### src/rtl/instruction_fetch.sv
// instruction_fetch
//   Fetch stage of the SLURM core. Drives a synchronous program ROM
//   (registered read, one cycle of latency). Returned words go into a
//   two-entry queue that feeds decode over a valid/ready handshake.
//   The stage also handles branch redirect, halt, and back-pressure from decode.
//
// Parameters
//   BITS          instruction word width
//   ADDRESS_BITS  program counter / ROM address width
//   RESET_VECTOR  first fetch address after reset
//
// Ports
//   CLK            core clock
//   RSTb           asynchronous active-low reset
//   ROM_ADDRESS    ROM address (combinational: branch target or PC)
//   ROM_DATA       ROM read data, valid the cycle after ROM_ADDRESS
//   HALT           stop issuing new fetches
//   BRANCH_VALID   one-cycle redirect strobe
//   BRANCH_TARGET  redirect address
//   INSTR          instruction at queue head
//   INSTR_PC       address of INSTR
//   INSTR_VALID    queue non-empty
//   INSTR_READY    decode accepts INSTR this cycle
//   FETCH_COUNT    (IFETCH_STATS_EN only) accepted-word counter, wraps at 0xFFFF
//
// Build option
//   IFETCH_STATS_EN  adds the FETCH_COUNT port and its counter.
module instruction_fetch #(
  parameter int          BITS         = 16,
  parameter int          ADDRESS_BITS = 8,
  parameter int unsigned RESET_VECTOR = 0
) (
  input  logic                    CLK,
  input  logic                    RSTb,
  output logic [ADDRESS_BITS-1:0] ROM_ADDRESS,
  input  logic [BITS-1:0]         ROM_DATA,
  input  logic                    HALT,
  input  logic                    BRANCH_VALID,
  input  logic [ADDRESS_BITS-1:0] BRANCH_TARGET,
  output logic [BITS-1:0]         INSTR,
  output logic [ADDRESS_BITS-1:0] INSTR_PC,
  output logic                    INSTR_VALID,
  input  logic                    INSTR_READY
`ifdef IFETCH_STATS_EN
  ,
  output logic [15:0]             FETCH_COUNT
`endif
);

  typedef enum logic [1:0] {BOOT, RUN, HALTED} state_t;

  state_t                  state_reg;
  logic [ADDRESS_BITS-1:0] pc_reg;
  logic                    inflight_reg;
  logic [ADDRESS_BITS-1:0] inflight_pc_reg;
  logic [1:0]              count_reg;
  // Slot 0 is always the queue head, so INSTR/INSTR_PC come straight from registers.
  logic [BITS-1:0]         q_data_reg [2];
  logic [ADDRESS_BITS-1:0] q_pc_reg   [2];

  logic       pop;
  logic       branch;
  logic       issue;
  logic       push;
  logic [2:0] occupancy;
  logic [1:0] wr_idx;

  assign ROM_ADDRESS = BRANCH_VALID ? BRANCH_TARGET : pc_reg;
  assign INSTR_VALID = (count_reg != 2'd0);
  assign INSTR       = q_data_reg[0];
  assign INSTR_PC    = q_pc_reg[0];

  always_comb begin
    pop       = INSTR_VALID & INSTR_READY;
    branch    = BRANCH_VALID & (state_reg != BOOT);
    // Slots that will be committed after this cycle, counting the word in flight.
    occupancy = {1'b0, count_reg} + {2'b00, inflight_reg} - {2'b00, pop};
    // A redirect flushes everything, so it never needs the capacity test.
    issue     = (state_reg == RUN) & ~HALT & (branch | (occupancy < 3'd2));
    // The word in flight during a redirect belongs to the old path and is dropped.
    push      = inflight_reg & ~branch;
    wr_idx    = count_reg - {1'b0, pop};
  end

  always_ff @(posedge CLK or negedge RSTb) begin
    if (!RSTb) begin
      state_reg       <= BOOT;
      pc_reg          <= ADDRESS_BITS'(RESET_VECTOR);
      inflight_reg    <= 1'b0;
      inflight_pc_reg <= '0;
      count_reg       <= 2'd0;
      for (int i = 0; i < 2; i++) begin
        q_data_reg[i] <= '0;
        q_pc_reg[i]   <= '0;
      end
    end else begin
      case (state_reg)
        BOOT:    state_reg <= RUN;
        RUN:     if (HALT)  state_reg <= HALTED;
        HALTED:  if (!HALT) state_reg <= RUN;
        default: state_reg <= BOOT;
      endcase

      if (issue) begin
        inflight_reg    <= 1'b1;
        inflight_pc_reg <= ROM_ADDRESS;
        pc_reg          <= ROM_ADDRESS + ADDRESS_BITS'(1);
      end else begin
        inflight_reg <= 1'b0;
        // Redirect while halted: remember the target so resume starts there.
        if (branch) pc_reg <= BRANCH_TARGET;
      end

      if (branch) begin
        count_reg <= 2'd0;
      end else begin
        if (pop && count_reg == 2'd2) begin
          q_data_reg[0] <= q_data_reg[1];
          q_pc_reg[0]   <= q_pc_reg[1];
        end
        if (push) begin
          if (wr_idx[0]) begin
            q_data_reg[1] <= ROM_DATA;
            q_pc_reg[1]   <= inflight_pc_reg;
          end else begin
            q_data_reg[0] <= ROM_DATA;
            q_pc_reg[0]   <= inflight_pc_reg;
          end
        end
        count_reg <= count_reg + {1'b0, push} - {1'b0, pop};
      end
    end
  end

`ifdef IFETCH_STATS_EN
  logic [15:0] fetch_count_reg;

  // Counts every accepted word, including one accepted in a redirect cycle.
  always_ff @(posedge CLK or negedge RSTb) begin
    if (!RSTb) fetch_count_reg <= 16'd0;
    else if (pop) fetch_count_reg <= fetch_count_reg + 16'd1;
  end

  assign FETCH_COUNT = fetch_count_reg;
`endif

endmodule
### config.mk
export PLATFORM = sky130hd
export DESIGN_NAME = instruction_fetch
export DESIGN_NICKNAME = d
export VERILOG_FILES = /design/src/rtl/instruction_fetch.sv
export SDC_FILE = /design/constraint.sdc
export NUM_CORES = 1
export LEC_CHECK = 0
export CAP_MARGIN = 20
export CORE_UTILIZATION = 45
export CTS_BUF_LIST = sky130_fd_sc_hd__clkbuf_4
export CTS_CLUSTER_SIZE = 20
export DETAILED_ROUTE_END_ITERATION = 8
export PLACE_DENSITY = 0.72
export SYNTH_ARGS = -nofsm -noshare
export SYNTH_HDL_FRONTEND = slang
export SYNTH_SLANG_ARGS = --single-unit
### constraint.sdc
create_clock -name CLK -period 2.1 [get_ports CLK]
set_input_delay 0.42 -clock CLK [delete_from_list [all_inputs] [get_ports CLK]]
set_output_delay 0.42 -clock CLK [all_outputs]
set_load 0.02 [all_outputs]
==> impl_metrics.csv, run 1 <==
group,metric,value,unit
finish,layout-drive-gt1-share,29.9,%
clock_network,cts_buffer_depth,2,
place,placed_area,4540,um^2
yosys,async_flop_share,100,%
finish,diodes,0,
grt,grt_max_degree,70,
finish,seq_area,1730,um^2
yosys,yosysWarnings,0,
drt,drc,0,
clock_network,clkSinkCount,69,
place,place_ws,-528,ps
timing,hold_violations,0,
finish,mostFrequentLayoutCell,"dfrtp_1",
finish,final_cell_mix,"68 x dfrtp_1, 49 x clkdlybuf4s50_1, 29 x buf_4",
clock_network,clk_pin_slew,110,ps
drt,drt_wl_total,7.43,mm
worst_setup_path,cp_top_family,"flip-flops",
finish,final_util,61.2,%
grt,grt_pass1_wl,12.5,mm
worst_setup_path,arrival,2350,ps
worst_setup_path,rrSetupSlack,60,ps
drt,vias,2558,
place,place_hpwl,5.10,mm
drt,drt-pass1-iter-count,4,
floorplan,die_w,92.2,um
floorplan,dieArea,8510,um^2
finish,final_nets,425,
yosys,synth_edf_count,0,
grt,grt_antenna_before_repair,0,
pwr,peakVddDrop,714,uV
floorplan,die_y,92.2,um
timing,post-route-min-period,2040,ps
yosys,ys_seq_elements,69,
yosys,synth_ff_type,"dfrtp_1",
pwr,power_density,1430,nW/um^2
finish,fillCellCount,655,
grt,grt_pass1_vias,2538,
worst_setup_path,cp-end-kind,"register",
timing,rsz0062_at_grt,"true",
clock_network,cts_buffers,9,
timing,fin_setup_tns,0,ps
drt,viasPerCell,5.12,
finish,area_growth,30.4,%
worst_setup_path,slowest_delay,420,ps
pwr,power_leakage,0.00216,uW
clock_network,htreeDepth,3,
yosys,synthTopCellsByArea,"dfrtp_1 47%, mux2i_1 7.9%, mux2_4 7.8%",
worst_setup_path,crit_path_top_delay_cell,"dfrtp_1",
drt,wire_per_inst,14.9,um
finish,multi_input_area,1690,um^2
place,routabilityCongestion,0.879,
yosys,yosys.area.top_type,"dfrtp_1",
timing,slew_viol_final,0,
yosys,synthesis.nets,350,
grt,grt_overflow,0,
floorplan,coreArea,7810,um^2
drt,ant_nets,0,
yosys,syn_area_per_cell,11.5,um^2
worst_setup_path,crit_fanout,16,
clock_network,cts_root_buf,"clkbuf_4",
timing,fin_skew,13.2,ps
job,drv_cap,0,
yosys,yosysSeqAreaShare,47.1,%
floorplan,rows,32,
clock_network,clk_latency,420,ps
timing,slew-limit-headroom,75.9,%
yosys,syn_inst,318,
timing,finalWorstSetupSlack,56.8,ps
timing,clock.fmax,489,MHz
worst_setup_path,worstPathRequired,2400,ps
worst_setup_path,path_class,"register to register",
timing,min_period_over_period,97.3,%
place,port_buffers,61,
floorplan,pin_count,62,
worst_hold_path,hold_class,"register to register",
worst_setup_path,path_buf_inv,1,
yosys,synth_area,3660,um^2
yosys,ys_types,51,
drt,drtIter0Drc,83,
floorplan,start_util,46.9,%
finish,postLayoutCellArea,4780,um^2
yosys,synth_top_area_share,47.1,%
status,status,"finished clean",
worst_setup_path,path_cells,"nand3b_4, o21ai_2, nand2_1, fa_2, xnor2_2, a31oi_4, buf_12, mux2_2",
clock_network,cts_tree,"built",
worst_setup_path,start_kind,"register",
timing,setup_viol,0,
timing,worst_pin_slew,361,ps
grt,grt.total_usage,19.0,%
report_power, final:
part           internal [uW]  total [uW]  leakage [uW]  switching (uW)
Sequential              2010        2490      0.000830             477
Combinational           1830        3380       0.00124            1560
Clock                    477         974     0.0000850             496
through the flow:
step | cells | hold slack, ps | power [uW]
CTS | 498 | 4.65 | 6810
finish | 500 | 516 | 6840
floorplan | 318 | 124 | 4800
global placement | 480 | 473 | 5750
detailed placement | 480 | 476 | 5860
global route | 500 | 542 | 7320
cell usage after synthesis (all sizes together), types with 3 or more instances:
cell type / number
xnor2: 5
nand3: 4
nor2: 26
and3: 3
xor2: 4
buf: 37
mux2: 32
a31oi: 6
o21ai: 9
dfrtp: 69
a21oi: 27
inv: 8
nand2: 26
mux2i: 29
area by class of cell:
class                   instances  area share [%]
clock buffers                   9            1.41
clock inverters                 7            1.89
inverters                       8           0.629
multi-input cells             202            35.4
flip-flops and latches         69            36.2
well taps                     102            2.67
repair buffers                103            21.8
layer usage:
metal | share of wire, % | routed length [um] | global-route usage (%) | vias up
met5 | 0 | 0 | 0 | -
met4 | 1.3 | 95 | 7.55 | 0
met3 | 6.2 | 462 | 4.81 | 11
met2 | 47 | 3470 | 28.8 | 84
met1 | 46 | 3410 | 26.0 | 1225
li1 | - | - | - | 1238
what timing repair did:
action,CTS,global route
endpoints found under the setup margin,15,16
pin swaps,0,2
cloned,0,1
setup buffers,2,0
endpoints found under the hold margin,0,8
hold buffers,0,1
resized for setup,27,20
final timing paths:
check / start / end / depth (start not counted)
worst min register to register: q_pc_reg[0]$_DFFE_PN0P_ / q_pc_reg[0]$_DFFE_PN0P_ / 1
worst max register to register: count_reg[0]$_DFF_PN0_ / inflight_pc_reg[3]$_DFFE_PN0P_ / 8
worst max-delay path: count_reg[0]$_DFF_PN0_ / inflight_pc_reg[3]$_DFFE_PN0P_ / 8
worst min-delay path: q_pc_reg[0]$_DFFE_PN0P_ / q_pc_reg[0]$_DFFE_PN0P_ / 1
max in group asynchronous: RSTb / count_reg[1]$_DFF_PN0_ / 3
min in group asynchronous: RSTb / q_data_reg[9]$_DFFE_PN0P_ / 3
cells by family after synthesis:
kind of cell	Yosys count	share of synthesized area, %
flops	69	47.1
fa+ha+maj	3	1.23
simple gates	75	11.1
mux	61	19.7
buf+inv	47	9.05
xor+xnor	9	2.15
compound gates	54	9.70
Note: power is estimated with default switching activity, not from simulation.
==> run 2: changes to the inputs <==
--- a/config.mk
+++ b/config.mk
@@ -7,4 +7,5 @@
 export LEC_CHECK = 0
 export CAP_MARGIN = 20
+export CORE_MARGIN = 3
 export CORE_UTILIZATION = 45
 export CTS_BUF_LIST = sky130_fd_sc_hd__clkbuf_4
==> constraint.sdc (replaced) <==
create_clock -name CLK -period 2.1 [get_ports CLK]
set_input_delay 0.42 -clock CLK [delete_from_list [all_inputs] [get_ports CLK]]
set_output_delay 0.42 -clock CLK [all_outputs]
set_load 0.05 [all_outputs]
==> impl_metrics.csv, run 2 (synthesis results as in run 1) <==
group,metric,value,unit
status,status,"finished clean",
worst_setup_path,worstPathRequired,2390,ps
timing,clock.fmax,493,MHz
finish,mostFrequentLayoutCell,"dfrtp_1",
place,routabilityCongestion,0.810,
clock_network,cts_root_buf,"clkbuf_4",
worst_setup_path,crit_fanout,16,
worst_setup_path,arrival,2320,ps
grt,grt.total_usage,17.8,%
worst_setup_path,cp_top_family,"flip-flops",
worst_setup_path,start_kind,"register",
floorplan,pin_count,62,
finish,final_nets,423,
finish,final_util,60.8,%
drt,drtIter0Drc,55,
timing,slew-limit-headroom,63.2,%
worst_setup_path,path_buf_inv,1,
clock_network,cts_buffers,9,
place,place_hpwl,5.35,mm
timing,post-route-min-period,2030,ps
worst_setup_path,path_cells,"nand3b_4, o21ai_2, nand2_1, fa_2, xnor2_2, a31oi_4, buf_12, mux2_4",
worst_hold_path,hold_class,"register to register",
pwr,peakVddDrop,737,uV
grt,grt_antenna_before_repair,0,
clock_network,cts_buffer_depth,2,
clock_network,clk_latency,400,ps
pwr,power_density,1610,nW/um^2
grt,use_met1,24.2,%
timing,holdWs,509,ps
place,placed_area,4500,um^2
timing,worst_pin_slew,551,ps
finish,layout-drive-gt1-share,28.9,%
clock_network,clk_pin_slew,110,ps
floorplan,dieArea,9260,um^2
grt,grt_pass1_vias,2641,
floorplan,start_util,46.9,%
finish,area_growth,29.6,%
worst_hold_path,min_from,"q_data_reg[14]$_DFFE_PN0P_",
drt,drt_wl_total,7.47,mm
floorplan,rows,32,
grt,grt_overflow,0,
grt,grtUsageMet3,6.02,%
pwr,power_leakage,0.00221,uW
grt,top_usage_layer,"met2",
timing,fin_skew,14.7,ps
timing,slew_viol_final,0,
worst_setup_path,slowest_delay,430,ps
finish,postLayoutCellArea,4750,um^2
timing,hold_violations,0,
finish,final_cell_mix,"68 x dfrtp_1, 43 x clkdlybuf4s50_1, 37 x buf_4",
floorplan,coreArea,7810,um^2
worst_setup_path,crit_path_top_delay_cell,"dfrtp_1",
grt,grt_max_degree,70,
grt,grt_pass1_wl,12.8,mm
worst_setup_path,path_class,"register to register",
finish,final_cells,497,
clock_network,clkSinkCount,69,
drt,drc,0,
place,placed_cells,481,
place,port_buffers,61,
grt,grt_use_met2,27.7,%
drt,wire_per_inst,15.0,um
finish,diodes,0,
timing,min_period_over_period,96.5,%
worst_setup_path,cp-end-kind,"register",
worst_setup_path,r2r-start,"count_reg[0]$_DFF_PN0_",
floorplan,die_w,96.2,um
drt,vias,2547,
timing,rsz0062_at_grt,"true",
clock_network,cts_tree,"built",
timing,setup_viol,0,
job,drv_cap,0,
drt,ant_nets,0,
pwr,total_power,7660,uW
clock_network,htreeDepth,3,
worst_setup_path,startpoint,"count_reg[0]$_DFF_PN0_",
floorplan,die_y,96.2,um
drt,viasPerCell,5.12,
drt,drt-pass1-iter-count,4,
-- run 2: cell types whose count changed in the layout (fill, tap and decap cells not counted), moves of 3 or more --
cell             before  now
clkdlybuf4s50_1      49   43
dlymetal6s2s_1        1    6
buf_2                 5    1
mux2i_2               3    0
buf_4                29   37
mux2i_1              25   29
-- run 2: report_power, final --
group	internal, uW	leakage, uW	switching (uW)
Combinational	1850	0.00129	2270
Sequential	2010	0.000830	463
Clock	599	0.0000960	476
-- run 2: final timing paths --
path / endpoint / slack, ps / cells past startpoint
max: inflight_pc_reg[3]$_DFFE_PN0P_ / 70 / 8
min: q_data_reg[14]$_DFFE_PN0P_ / 510 / 1
max reg2reg: inflight_pc_reg[3]$_DFFE_PN0P_ / 70 / 8
min reg2reg: q_data_reg[14]$_DFFE_PN0P_ / 510 / 1
max in group asynchronous: pc_reg[7]$_DFFE_PN0P_ / 1240 / 3
min in group asynchronous: INSTR[11]$_DFFE_PN0N_ / 560 / 3
-- run 2: timing repair --
| item | 4_1_cts | 5_1_grt |
|---|---|---|
| setup endpoints to repair | 15 | 17 |
| gates resized for setup | 4 | 15 |
| hold endpoints to repair | 0 | 6 |
| buffers inserted | 0 | 0 |
| hold buffers | 0 | 1 |
-- run 2: worst reg2reg max path, delay by kind of cell, from the launching register on --
family,cells,cell delay [ps]
XOR/XNOR,1,160
adder cells (fa/ha/maj),1,360
AO/OA/AOI/OAI,2,230
flip-flops,1,430
AND/OR/NAND/NOR,2,270
multiplexers,1,310
buffers and inverters,1,170
-- run 2: per-stage QoR --
step / setup TNS (ps) / setup WS (ps)
floorplan: 0 / 31.9
finish: 0 / 72.5
global placement: -7160 / -449
detailed placement: -8600 / -520
CTS: 0 / 24.2
global route: -110 / -33.9
-- run 2: metal layers --
layer  vias up  part of all wire, %
li1       1233                    -
met1      1234                   45
met2        78                   48
met3         2                  7.1
met4         0                 0.13
met5         -                    0
-- run 2: final cells by class --
| cell class | instances | area (um^2) |
|---|---|---|
| well taps | 102 | 128 |
| flip-flops and latches | 69 | 1730 |
| multi-input cells | 202 | 1680 |
| clock inverters | 6 | 113 |
| inverters | 8 | 30.0 |
| clock buffers | 9 | 67.6 |
| repair buffers | 101 | 1010 |
| fillers | 672 | 3060 |
==> run 3: changes to the inputs <==
CORE_UTILIZATION = 50   (was 45)
PLACE_DENSITY = 0.79   (was 0.72)
==> impl_metrics.csv, run 3 (synthesis results as in run 1) <==
group,metric,value,unit
finish,postLayoutCellArea,4680,um^2
drt,wire_per_inst,14.9,um
finish,layout-drive-gt1-share,29.9,%
finish,area_growth,27.7,%
worst_setup_path,startpoint,"count_reg[0]$_DFF_PN0_",
worst_hold_path,hold_class,"input pin to asynchronous set/reset pin",
timing,hold_violations,0,
finish,mostFrequentLayoutCell,"dfrtp_1",
floorplan,die_y,91.6,um
timing,clock.fmax,486,MHz
finish,fillCellCount,528,
pwr,power_leakage,0.00214,uW
worst_setup_path,start_kind,"register",
floorplan,rows,30,
grt,grt_max_degree,70,
grt,grt_antenna_before_repair,0,
timing,setup_viol,0,
floorplan,coreArea,6940,um^2
finish,final_nets,425,
place,place_hpwl,5.39,mm
floorplan,die_w,91.6,um
worst_setup_path,ff2ff_path_depth,9,
timing,slew-limit-headroom,63.3,%
finish,final_cells,494,
clock_network,htreeDepth,3,
place,routabilityCongestion,0.835,
grt,grt_pass1_vias,2555,
clock_network,clkSinkCount,69,
grt,grt_pass1_wl,12.3,mm
grt,grt_overflow,0,
worst_setup_path,r2r-start,"count_reg[0]$_DFF_PN0_",
finish,seq_area,1730,um^2
grt,grt.total_usage,18.5,%
finish,final_util,67.4,%
clock_network,cts_buffers,9,
pwr,peakVddDrop,683,uV
clock_network,clk_pin_slew,120,ps
timing,worst_pin_slew,550,ps
worst_setup_path,crit_fanout,18,
timing,rsz0062_at_grt,"true",
clock_network,clk_latency,410,ps
worst_setup_path,worstPathRequired,2420,ps
timing,fin_skew,9.15,ps
clock_network,cts_root_buf,"clkbuf_4",
clock_network,cts_buffer_depth,2,
floorplan,pin_count,62,
finish,diodes,0,
place,placed_area,4470,um^2
drt,drt-pass1-iter-count,4,
timing,slew_viol_final,0,
timing,min_period_over_period,98.0,%
pwr,power_density,1590,nW/um^2
floorplan,start_util,52.8,%
place,port_buffers,61,
timing,fin_setup_tns,0,ps
finish,final_cell_mix,"68 x dfrtp_1, 47 x clkdlybuf4s50_1, 44 x buf_4",
finish,multi_input_area,1690,um^2
drt,ant_nets,0,
clock_network,cts_tree,"built",
drt,drt_wl_total,7.34,mm
drt,vias,2567,
clock_network,cts_hold_buf,0,
worst_setup_path,path_class,"register to register",
drt,drc,0,
job,drv_cap,0,
worst_setup_path,cp-end-kind,"register",
drt,viasPerCell,5.20,
worst_setup_path,arrival,2380,ps
place,placed_cells,476,
drt,drtIter0Drc,107,
floorplan,dieArea,8390,um^2
status,status,"finished clean",
timing,post-route-min-period,2060,ps
run 3: through the flow:
| stage | power [uW] | worst slack, ps | hold WS, ps |
|---|---|---|---|
| finish | 7460 | 41.1 | 20.4 |
| global route | 7930 | -45.0 | 20.8 |
| CTS | 7450 | 4.02 | 10.9 |
| detailed placement | 6520 | -618 | 474 |
| global placement | 6360 | -480 | 469 |
| floorplan | 5500 | 31.9 | 124 |
run 3: where the power goes:
group          switching (uW)  leakage, uW  total (uW)  internal, uW
Clock                     496    0.0000685         862           366
Combinational            2260      0.00124        4110          1850
Sequential                474     0.000830        2480          2010
Total                    3230      0.00214        7460          4230
run 3: worst max-delay path, stage by stage (launching register included):
cell and delay [ps]:
dfrtp_1 420, nand3b_4 180, o21ai_2 80, nand2_1 80, fa_2 380, xnor2_4 190, a31oi_4 120, buf_12 180
and3_4 150, a211oi_2 200
run 3: cell type report:
| cell class | count | area share, % |
|---|---|---|
| Clock buffer | 9 | 1.44 |
| Multi-Input combinational cell | 202 | 36.1 |
| Tap cell | 96 | 2.57 |
| Sequential cell | 69 | 36.9 |
| Clock inverter | 7 | 1.60 |
| Timing Repair Buffer | 103 | 20.8 |
| Inverter | 8 | 0.642 |
run 3: final timing paths:
path	to	slack, ps
max	pc_reg[5]$_DFFE_PN0P_	40
min	q_data_reg[13]$_DFFE_PN0P_	20
max reg2reg	pc_reg[5]$_DFFE_PN0P_	40
min reg2reg	q_data_reg[14]$_DFFE_PN0P_	510
max in group asynchronous	pc_reg[0]$_DFFE_PN0P_	1780
min in group CLK	q_data_reg[14]$_DFFE_PN0P_	510
run 3: layer usage:
layer	vias to the layer above	wire, um	GRT usage [%]	share of wire (%)
li1	1239	-	-	-
met5	-	0	0	0
met4	0	84	5.28	1.1
met2	81	3440	28.7	47
met1	1237	3340	25.6	46
met3	10	469	4.76	6.4
run 3: timing repair:
item | in CTS | in global routing
setup endpoints to repair | 18 | 11
gates resized for setup | 7 | 10
pin swaps | 0 | 0
buffers inserted | 1 | 1
